File: config.mk
export PLATFORM = sky130hd
export DESIGN_NAME = instr_rom_fetch
export DESIGN_NICKNAME = d
export VERILOG_FILES = /design/src/rtl/rom_pkg.sv /design/src/rtl/rom_rsp_fifo.sv /design/src/rtl/instr_rom_fetch.sv
export SDC_FILE = /design/constraint.sdc
export NUM_CORES = 2
export LEC_CHECK = 0
export ABC_AREA = 0
export CORE_ASPECT_RATIO = 1.25
export CORE_UTILIZATION = 45
export CTS_CLUSTER_DIAMETER = 30
export CTS_CLUSTER_SIZE = 20
export DETAILED_ROUTE_END_ITERATION = 8
export PLACE_DENSITY = 0.56
export REMOVE_ABC_BUFFERS = 1
export SYNTH_ARGS = -nofsm -noshare
export SYNTH_HDL_FRONTEND = slang
export SYNTH_SLANG_ARGS = --single-unit
File: constraint.sdc
create_clock -name clock -period 3.7 [get_ports clock]
set_input_delay 0.37 -clock clock [delete_from_list [all_inputs] [get_ports clock]]
set_output_delay 0.37 -clock clock [all_outputs]
set_load 0.01 [all_outputs]
File: src/rtl/rom_pkg.sv
// Shared constants for the LEGv8 instruction ROM: default widths, opcode fields,
// small instruction encoders and the built-in GPIO/timer test program image.
package rom_pkg;

    localparam int unsigned DEF_DATA_WIDTH = 32;
    localparam int unsigned DEF_ADDR_WIDTH = 16;

    // BR XZR: parks the core on an unprogrammed or out-of-range fetch.
    localparam logic [31:0] BR_XZR_WORD = 32'hD60003E0;

    // LEGv8 opcode fields (MOVZ is the 9-bit IW-format opcode).
    localparam logic [8:0]  OP_MOVZ = 9'b110100101;
    localparam logic [10:0] OP_LSL  = 11'b11010011011;
    localparam logic [10:0] OP_LDUR = 11'b11111000010;
    localparam logic [10:0] OP_STUR = 11'b11111000000;
    localparam logic [10:0] OP_BR   = 11'b11010110000;

    localparam logic [4:0] REG_XZR = 5'd31;

    // Number of leading words defined by the image; the rest are BR XZR.
    localparam int unsigned ROM_IMAGE_LEN = 8;

    // IW format: opcode, hw, imm16, Rd.
    function automatic logic [31:0] enc_movz(logic [4:0] rd, logic [15:0] imm, logic [1:0] hw);
        return {OP_MOVZ, hw, imm, rd};
    endfunction

    // R format: opcode, Rm, shamt, Rn, Rd.
    function automatic logic [31:0] enc_r(logic [10:0] op, logic [4:0] rm, logic [5:0] shamt,
                                          logic [4:0] rn, logic [4:0] rd);
        return {op, rm, shamt, rn, rd};
    endfunction

    // D format: opcode, DT address, op2, Rn, Rt.
    function automatic logic [31:0] enc_d(logic [10:0] op, logic [8:0] dt_addr, logic [4:0] rn,
                                          logic [4:0] rt);
        return {op, dt_addr, 2'b00, rn, rt};
    endfunction

    // GPIO/timer test program, indexed by word address.
    function automatic logic [31:0] ROM_IMAGE(int unsigned idx);
        logic [31:0] word;
        case (idx)
            0:       word = enc_movz(5'd1, 16'd5, 2'd0);                  // MOVZ X1, #5
            1:       word = enc_r(OP_LSL, 5'd0, 6'd56, 5'd1, 5'd1);       // LSL X1, X1, #56
            2:       word = enc_d(OP_LDUR, 9'd4, 5'd1, 5'd10);            // LDUR X10, [X1, #4]
            3:       word = enc_d(OP_STUR, 9'd3, 5'd1, 5'd10);            // STUR X10, [X1, #3]
            4:       word = enc_r(OP_BR, 5'd0, 6'd0, REG_XZR, 5'd0);      // BR XZR
            5:       word = enc_movz(5'd2, 16'h0010, 2'd0);               // MOVZ X2, #16
            6:       word = enc_d(OP_STUR, 9'd8, 5'd1, 5'd2);             // STUR X2, [X1, #8]
            7:       word = enc_r(OP_BR, 5'd0, 6'd0, REG_XZR, 5'd0);      // BR XZR
            default: word = BR_XZR_WORD;
        endcase
        return word;
    endfunction

endpackage

File: src/rtl/rom_rsp_fifo.sv
// In-order synchronous response queue. Push and pop may happen at the same
// edge; the caller must not push while full. Pops on an empty queue are ignored.
module rom_rsp_fifo #(
    parameter int unsigned Width = 33,
    parameter int unsigned Depth = 2,
    localparam int unsigned PtrW = (Depth > 1) ? $clog2(Depth) : 1,
    localparam int unsigned CntW = $clog2(Depth + 1)
) (
    input  logic             clk_i,
    input  logic             rst_i,
    input  logic             push_i,
    input  logic [Width-1:0] push_data_i,
    input  logic             pop_i,
    output logic [Width-1:0] pop_data_o,
    output logic             full_o,
    output logic             empty_o,
    output logic [CntW-1:0]  count_o
);

    logic [Width-1:0] store_q [Depth];
    logic [PtrW-1:0]  wr_ptr_q, wr_ptr_d;
    logic [PtrW-1:0]  rd_ptr_q, rd_ptr_d;
    logic [CntW-1:0]  count_q, count_d;
    logic             do_push, do_pop;

    assign full_o     = (count_q == CntW'(Depth));
    assign empty_o    = (count_q == '0);
    assign count_o    = count_q;
    assign pop_data_o = store_q[rd_ptr_q];

    assign do_push = push_i && !full_o;
    assign do_pop  = pop_i && !empty_o;

    function automatic logic [PtrW-1:0] ptr_inc(logic [PtrW-1:0] ptr);
        return (ptr == PtrW'(Depth - 1)) ? '0 : ptr + PtrW'(1);
    endfunction

    // Next pointers and occupancy; simultaneous push/pop leaves count unchanged.
    always_comb begin
        wr_ptr_d = wr_ptr_q;
        rd_ptr_d = rd_ptr_q;
        count_d  = count_q;
        if (do_push) begin
            wr_ptr_d = ptr_inc(wr_ptr_q);
        end
        if (do_pop) begin
            rd_ptr_d = ptr_inc(rd_ptr_q);
        end
        if (do_push && !do_pop) begin
            count_d = count_q + CntW'(1);
        end else if (do_pop && !do_push) begin
            count_d = count_q - CntW'(1);
        end
    end

    // Pointer and count registers.
    always_ff @(posedge clk_i) begin
        if (rst_i) begin
            wr_ptr_q <= '0;
            rd_ptr_q <= '0;
            count_q  <= '0;
        end else begin
            wr_ptr_q <= wr_ptr_d;
            rd_ptr_q <= rd_ptr_d;
            count_q  <= count_d;
        end
    end

    // Entry storage; contents are don't-care while unoccupied, so no reset.
    always_ff @(posedge clk_i) begin
        if (!rst_i && do_push) begin
            store_q[wr_ptr_q] <= push_data_i;
        end
    end

endmodule

File: src/rtl/instr_rom_fetch.sv
// Synchronous instruction ROM with a valid/ready fetch channel, one-cycle read
// latency, an in-order response queue for backpressure and a run-time loader port.
module instr_rom_fetch
    import rom_pkg::*;
#(
    parameter int unsigned           DATA_WIDTH   = DEF_DATA_WIDTH,
    parameter int unsigned           ADDR_WIDTH   = DEF_ADDR_WIDTH,
    parameter int unsigned           DEPTH        = 64,
    parameter int unsigned           FIFO_DEPTH   = 2,
    parameter logic [DATA_WIDTH-1:0] DEFAULT_WORD = DATA_WIDTH'(BR_XZR_WORD)
) (
    input  logic                  clock,
    input  logic                  reset,
    input  logic                  req_valid,
    output logic                  req_ready,
    input  logic [ADDR_WIDTH-1:0] req_addr,
    output logic                  rsp_valid,
    input  logic                  rsp_ready,
    output logic [DATA_WIDTH-1:0] rsp_data,
    output logic                  rsp_oob,
    input  logic                  load_en,
    input  logic [ADDR_WIDTH-1:0] load_addr,
    input  logic [DATA_WIDTH-1:0] load_data,
    output logic                  load_err
);

    localparam int unsigned MEM_IDX_W = (DEPTH > 1) ? $clog2(DEPTH) : 1;
    localparam int unsigned CNT_W     = $clog2(FIFO_DEPTH + 1);
    // DEPTH widened by one bit so DEPTH == 2**ADDR_WIDTH still compares correctly.
    localparam logic [ADDR_WIDTH:0] DEPTH_EXT = (ADDR_WIDTH + 1)'(DEPTH);

    if (FIFO_DEPTH < 1) begin : gen_bad_fifo_depth
        $error("instr_rom_fetch: FIFO_DEPTH must be at least 1");
    end
    if (ADDR_WIDTH < 31) begin : gen_depth_check
        if (DEPTH > (32'd1 << ADDR_WIDTH)) begin : gen_bad_depth
            $error("instr_rom_fetch: DEPTH exceeds the address space");
        end
    end

    logic [DATA_WIDTH-1:0] mem_q [DEPTH];
    logic                  req_oob, load_oob;
    logic [DATA_WIDTH-1:0] read_word;
    logic                  req_fire, rsp_fire;
    logic                  load_err_q;
    logic [DATA_WIDTH:0]   head;
    logic [DATA_WIDTH:0]   last_q;
    logic [CNT_W-1:0]      fifo_count;
    logic                  fifo_full, fifo_empty;

    // Full-width range checks: no aliasing of high addresses onto the array.
    assign req_oob  = ({1'b0, req_addr} >= DEPTH_EXT);
    assign load_oob = ({1'b0, load_addr} >= DEPTH_EXT);

    // Reads see the array before any same-edge load lands, giving old-word semantics.
    assign read_word = req_oob ? DEFAULT_WORD : mem_q[req_addr[MEM_IDX_W-1:0]];

    // Readiness comes only from the registered occupancy.
    assign req_ready = (fifo_count < CNT_W'(FIFO_DEPTH));
    assign req_fire  = req_valid && req_ready && !reset;
    assign rsp_valid = !fifo_empty;
    assign rsp_fire  = rsp_valid && rsp_ready;
    assign load_err  = load_err_q;

    // Instruction array: image reload on reset, otherwise in-range loader writes.
    always_ff @(posedge clock) begin
        if (reset) begin
            for (int unsigned i = 0; i < DEPTH; i++) begin
                mem_q[i] <= (i < ROM_IMAGE_LEN) ? DATA_WIDTH'(ROM_IMAGE(i)) : DEFAULT_WORD;
            end
        end else if (load_en && !load_oob) begin
            mem_q[load_addr[MEM_IDX_W-1:0]] <= load_data;
        end
    end

    // One-cycle error pulse for loader writes that fall outside the array.
    always_ff @(posedge clock) begin
        if (reset) begin
            load_err_q <= 1'b0;
        end else begin
            load_err_q <= load_en && load_oob;
        end
    end

    rom_rsp_fifo #(
        .Width (DATA_WIDTH + 1),
        .Depth (FIFO_DEPTH)
    ) u_rsp_fifo (
        .clk_i       (clock),
        .rst_i       (reset),
        .push_i      (req_fire),
        .push_data_i ({req_oob, read_word}),
        .pop_i       (rsp_fire),
        .pop_data_o  (head),
        .full_o      (fifo_full),
        .empty_o     (fifo_empty),
        .count_o     (fifo_count)
    );

    // Remember the last presented head so outputs hold once the queue empties.
    always_ff @(posedge clock) begin
        if (reset) begin
            last_q <= '0;
        end else if (rsp_valid) begin
            last_q <= head;
        end
    end

    // Present the queue head while valid, otherwise the held value.
    always_comb begin
        rsp_oob  = last_q[DATA_WIDTH];
        rsp_data = last_q[DATA_WIDTH-1:0];
        if (rsp_valid) begin
            rsp_oob  = head[DATA_WIDTH];
            rsp_data = head[DATA_WIDTH-1:0];
        end
    end

    logic unused_full;
    assign unused_full = fifo_full;

endmodule

## Word level (Yosys, flattened, before mapping)

Memory sizes are Yosys's and may differ from the RTL's. A register that Yosys moved wholly into a read port is not among the register bits.
Cells that the tools add are included.
Widths: inputs -> output; s select.

| word-level totals | value |
|---|---|
| logic and storage cells | 60 |
| ROM bits | 0 |
| flip-flop bits (word level) | 38 |
| memory bits (writable) | 2,114 |
| latch bits | 0 |
| memories kept | 2 |

| operators by class | value |
|---|---|
| bitwise operators | 0 |
| add/sub/neg operators | 4 |
| muxes and demuxes | 26 |
| magnitude comparators | 3 |
| shift-type cells | 0 |
| reduce and logical (&&, ||, !) cells | 19 |
| multipliers | 0 |
| equal/unequal tests | 1 |
| div/mod/pow operators | 0 |

Memories:

| name | depth | width | read ports | clocked after memory_dff | wr ports | line | RTL |
|---|---|---|---|---|---|---|---|
| mem_q | 64 | 32 | 1 | 0 | 64 | instr_rom_fetch.sv:41 | `logic [DATA_WIDTH-1:0] mem_q [DEPTH];` |
| u_rsp_fifo.store_q | 2 | 33 | 1 | 1 | 1 | rom_rsp_fifo.sv:20 | `logic [Width-1:0] store_q [Depth];` |

Operators by type and width:

| cell | number |
|---|---|
| $mux 32 | 10 |
| $ge 16x7->1 const B | 2 |
| $reduce_or 32->1 | 1 |
| $mux 1 | 13 |
| $logic_and 1x1->1 | 10 |
| $logic_not 1->1 | 6 |
| $mux 6 | 1 |
| $mux 2 | 2 |
| $add 1x1->1 const B | 2 |
| $add 2x1->2 const B | 1 |
| $eq 2x2->1 const B | 1 |
| $logic_not 2->1 | 1 |
| $lt 2x2->1 const B | 1 |
| $reduce_bool 2->1 | 1 |
| $sub 2x1->2 const B | 1 |

## Depth between registers and ports, before layout

| logic depth | value |
|---|---|
| depth in word-level cells | 8 |
| depth in mapped cells | 12 |

## Hierarchy

Synthesis repeated with hierarchy kept, for this count alone.

| unflattened totals | value |
|---|---|
| cells, all modules | 6,088 |
| area total of the unflattened synthesis | 97,294.6 sq um |

By module, submodules not included:

| module | instances | cells each | area an instance (sq um) | seq. area each (sq um) |
|---|---|---|---|---|
| instr_rom_fetch | 1 | 5,959 | 94,694.6 | 62,179.6 |
| rom_rsp_fifo | 1 | 129 | 2,600.0 | 2,082.0 |

## Worst setup path after synthesis

OpenSTA, ideal clock, no wires.

| timing | value |
|---|---|
| path kind | input -> register |
| start point | input port reset |
| end point | memory u_rsp_fifo.store_q[0][0], enable pin |
| cell stages on the path | 2 |
| data arrival time | 2.277 ns |
| buffers on the path | 0 |
| slack | 0.996 ns |
| cell sequence | nor3b_1 nor2b_1 |

| between the ends | value |
|---|---|
| word-level cells in the longest chain between the ends | 6 |

Ends and longest elaborated chain:

| element | line | RTL |
|---|---|---|
| start, declared | instr_rom_fetch.sv:13 | `input logic reset,` |
| $logic_not 1->1 * | rom_rsp_fifo.sv:71, instr_rom_fetch.sv:60 |  |
| $logic_and 1x1->1 | instr_rom_fetch.sv:60 | `assign req_fire = req_valid && req_ready && !reset;` |
| $logic_and 1x1->1 | rom_rsp_fifo.sv:31 | `assign do_push = push_i && !full_o;` |
| $logic_and 1x1->1 * | rom_rsp_fifo.sv:71 | `if (!rst_i && do_push) begin` |
| $mux 1 * | rom_rsp_fifo.sv:71 |  |
| $mux 1 (not written as such) * | rom_rsp_fifo.sv:72 | `store_q[wr_ptr_q] <= push_data_i;` |
| end, declared | rom_rsp_fifo.sv:20 |  |

Mark *: on every way between the ends. The rest lies on a longest branch, timed or not.

==> metrics.cfg <==
[outcome]
outcome = completed

[timing]
hold_violations = 0
maxSlewHeadroom = 0.0694
clock-skew-final_ns = 0.0376
clock.fmax_ghz = 0.281
totalNegativeSetupSlack_ns = 0
timing.final.crit_share = 0.961
finalMaxSlewViolations = 0
worstMarginPinSlew_ns = 1.38
finalWorstPathRequiredPeriod_ns = 3.55
grt_setup_unrepaired = no
setup-violations-final = 0

[critical_path]
rr_worst_depth = 7
critical_path_fanout_max = 20
cp_data_required_time_ns = 3.33
arrival_ns = 3.18
critical_path.reg2reg.endpoint = u_rsp_fifo.store_q[0][20]
crit_path_start_kind = flip-flop
critical-path-max-stage-delay_ns = 0.62
worst_setup_path_category = flip-flop to output pin
crit_chain = buf_12 -> mux2i_2 -> o21ai_0 -> clkdlybuf4s50_1
setup.reg_to_reg.worst_slack_ns = 0.52
crit-reg2reg-launch = mem_q[23][20]
crit_path_end_kind = output pin
critPathSlowestCell = mux2i_2

[global_routing]
grt_usage = 0.291
grt_pass1_vias = 59000
grt_antenna_before_repair = 20
grt.overflow.total = 0
first_pass_grt_wire_length_mm = 446
pin_count_of_the_biggest_net_entering_global_routing = 89

[floorplan]
floorplan.core_area_um2 = 215000
floorplan.rows = 190
dieWidth_um = 418
pin_count = 105
die_area_um2 = 218000
initial_core_util = 0.454
die_height_um = 522

[min_path]
hold_start = load_data[0]
min_path_type = input port to flip-flop
hold-path-cell-count = 2
worst_hold_path.endpoint = mem_q[41][0]

[cts]
clk_pin_slew_worst_paths_ns = 0.05
tritoncts_clock_tree = yes
cts-root-buf = clkbuf_16
post_cts.repair.setup_buffers = 0
cts_sinks = 2153
cts_buf_count = 448
clock_tree.buffer_depth = 4
htreeDepth = 5
worst_skew_pair.late_latency_ns = 0.98

[synth]
synthesis.area_per_instance_um2 = 15.5
synth_largest_type_area_fraction = 0.652
synth_enable_flop_cells = 2114
post_synth_main_area_contributors = edfxtp_1 (65%), mux4_2 (12%), and2_1 (9.1%)
synthesis.yosys.warnings = 0
synth_cells = 6274
post_syn_area_um2 = 97400
synthFlopType = edfxtp_1
synth_seq_cells = 2153
register_area_share_after_synthesis = 0.660
ys_async_sr_fraction = 0
synth.lib_cells_used.distinct = 47
synth_largest_area_cell = edfxtp_1

[route]
detailedRoute.firstIterationViolations = 6201
route.detailed.drc = 0
dr_total_vias = 57500
antenna_left = 0
viasPerCell = 5.85
drtPass1Iterations = 5
wl_per_cell_um = 32.1
routed_wl_mm = 315

[placement]
dp_cells = 9004
detailedPlacementHpwl_mm = 198
globalplace.congestion = 0.837
place.port_buffers = 104

[finish]
finalNetCount = 6645
flow.area_growth_from_synthesis_pct = 21.5
mostFrequentLayoutCells = edfxtp_1 (2114), and2_1 (1417), or3_1 (636)
drive_above_1_share = 0.259
layout.cells.most_common = edfxtp_1
layoutNonFillerInstCount = 9829

[pwr]
finalPower_w = 0.0739
powerDensity_nw_per_um2 = 624
ir_drop_mv = 0.480
power_leakage_nw = 40.9

[job]
maxCapViolCount = 0

## cells by family after synthesis
family	Yosys count	synth area share
XOR/XNOR	4	0.000360
AO/OA/AOI/OAI	282	0.0196
buffers and inverters	704	0.0312
adder cells (fa/ha/maj)	1	0.000128
flip-flops	2153	0.660
multiplexers	704	0.139
AND/OR/NAND/NOR	2426	0.150
## cells in the mapped netlist (all sizes together) (3+ instances only)
library cell / instances
and2: 1418
a221o: 11
o21ai: 90
nand3b: 3
mux4: 516
dfxtp: 39
a31oi: 5
a22oi: 45
or2: 64
nand2: 99
a211oi: 14
nand3: 12
nor2b: 46
or3: 637
inv: 5
a221oi: 57
nor3: 10
edfxtp: 2114
mux2i: 181
xor2: 3
o211ai: 12
buf: 153
mux2: 7
a21oi: 33
nor4: 3
nor2: 112
o22ai: 11
clkbuf: 545
nand2b: 5
nor3b: 11
## report_power, final
| part | switching, W | internal (W) |
|---|---|---|
| logic | 0.00379 | 0.00243 |
| registers | 0.000403 | 0.0281 |
| clock network | 0.0130 | 0.0261 |
| total | 0.0172 | 0.0567 |
## through the flow
step	area, um^2	utilization	hold WS (ns)	worst slack [ns]
after global placement	104000	0.482	0.491	-0.305
after detailed placement	104000	0.482	0.497	-0.219
after CTS	118000	0.551	0.0124	0.0978
final	118000	0.551	0.0534	0.145
after floorplan	94400	-	0.439	-0.609
after global routing	118000	0.551	0.0537	0.0567
## flip-flops by register name, indices dropped and copies added (netlist names), named ones only
name / cells
mem_q: 2048
load_err: 1
last_q: 33
u_rsp_fifo.rd_ptr_q: 1
u_rsp_fifo.wr_ptr_q: 1
u_rsp_fifo.count_o: 2
u_rsp_fifo.store_q: 66
## worst max-delay path by stage
stage	from	to	slack, ns	depth (start not counted)
after global placement	req_addr[0]	u_rsp_fifo.store_q[1][20]	-0.31	10
after CTS	flip-flop	rsp_data[22]	0.1	4
after detailed placement	req_addr[0]	u_rsp_fifo.store_q[1][20]	-0.22	10
after global routing	u_rsp_fifo.count_o[1]	rsp_data[8]	0.06	5
final	flip-flop	rsp_data[22]	0.15	4
after floorplan	req_addr[3]	u_rsp_fifo.store_q[0][26]	-0.61	6
## per-layer routing
| layer | vias up | GRT usage | wire [um] |
|---|---|---|---|
| met3 | 540 | 0.0452 | 21600 |
| met2 | 2393 | 0.499 | 160000 |
| li1 | 24400 | - | - |
| met1 | 30200 | 0.360 | 117000 |
| met5 | - | 0 | 13 |
| met4 | 2 | 0.139 | 16000 |
## worst max-delay path, delay by kind of cell, from the launching register on
| family | cells | cell delay (ns) |
|---|---|---|
| DFF | 1 | 0.56 |
| buffers and inverters | 2 | 0.80 |
| muxes | 1 | 0.62 |
| AOI/OAI and AO/OA | 1 | 0.23 |
## final cells by class
class                      instances  area [um^2]
fill                           16900        96300
clock buffer                     515        11600
sequential                      2153        64300
tap                             2880         3600
timing repair buffer             549         5410
multi-input combinational       3417        30300
inverter                           6         27.5
antenna                           10         25.0
clock inverter                   299         3160
## repair_timing
action | in CTS | in global routing
hold endpoints to repair | 20 | 0
hold buffers | 1 | 0
gates resized for setup | 6 | 0
setup endpoints to repair | 5 | 0
Power figures use the tool's default switching activity.
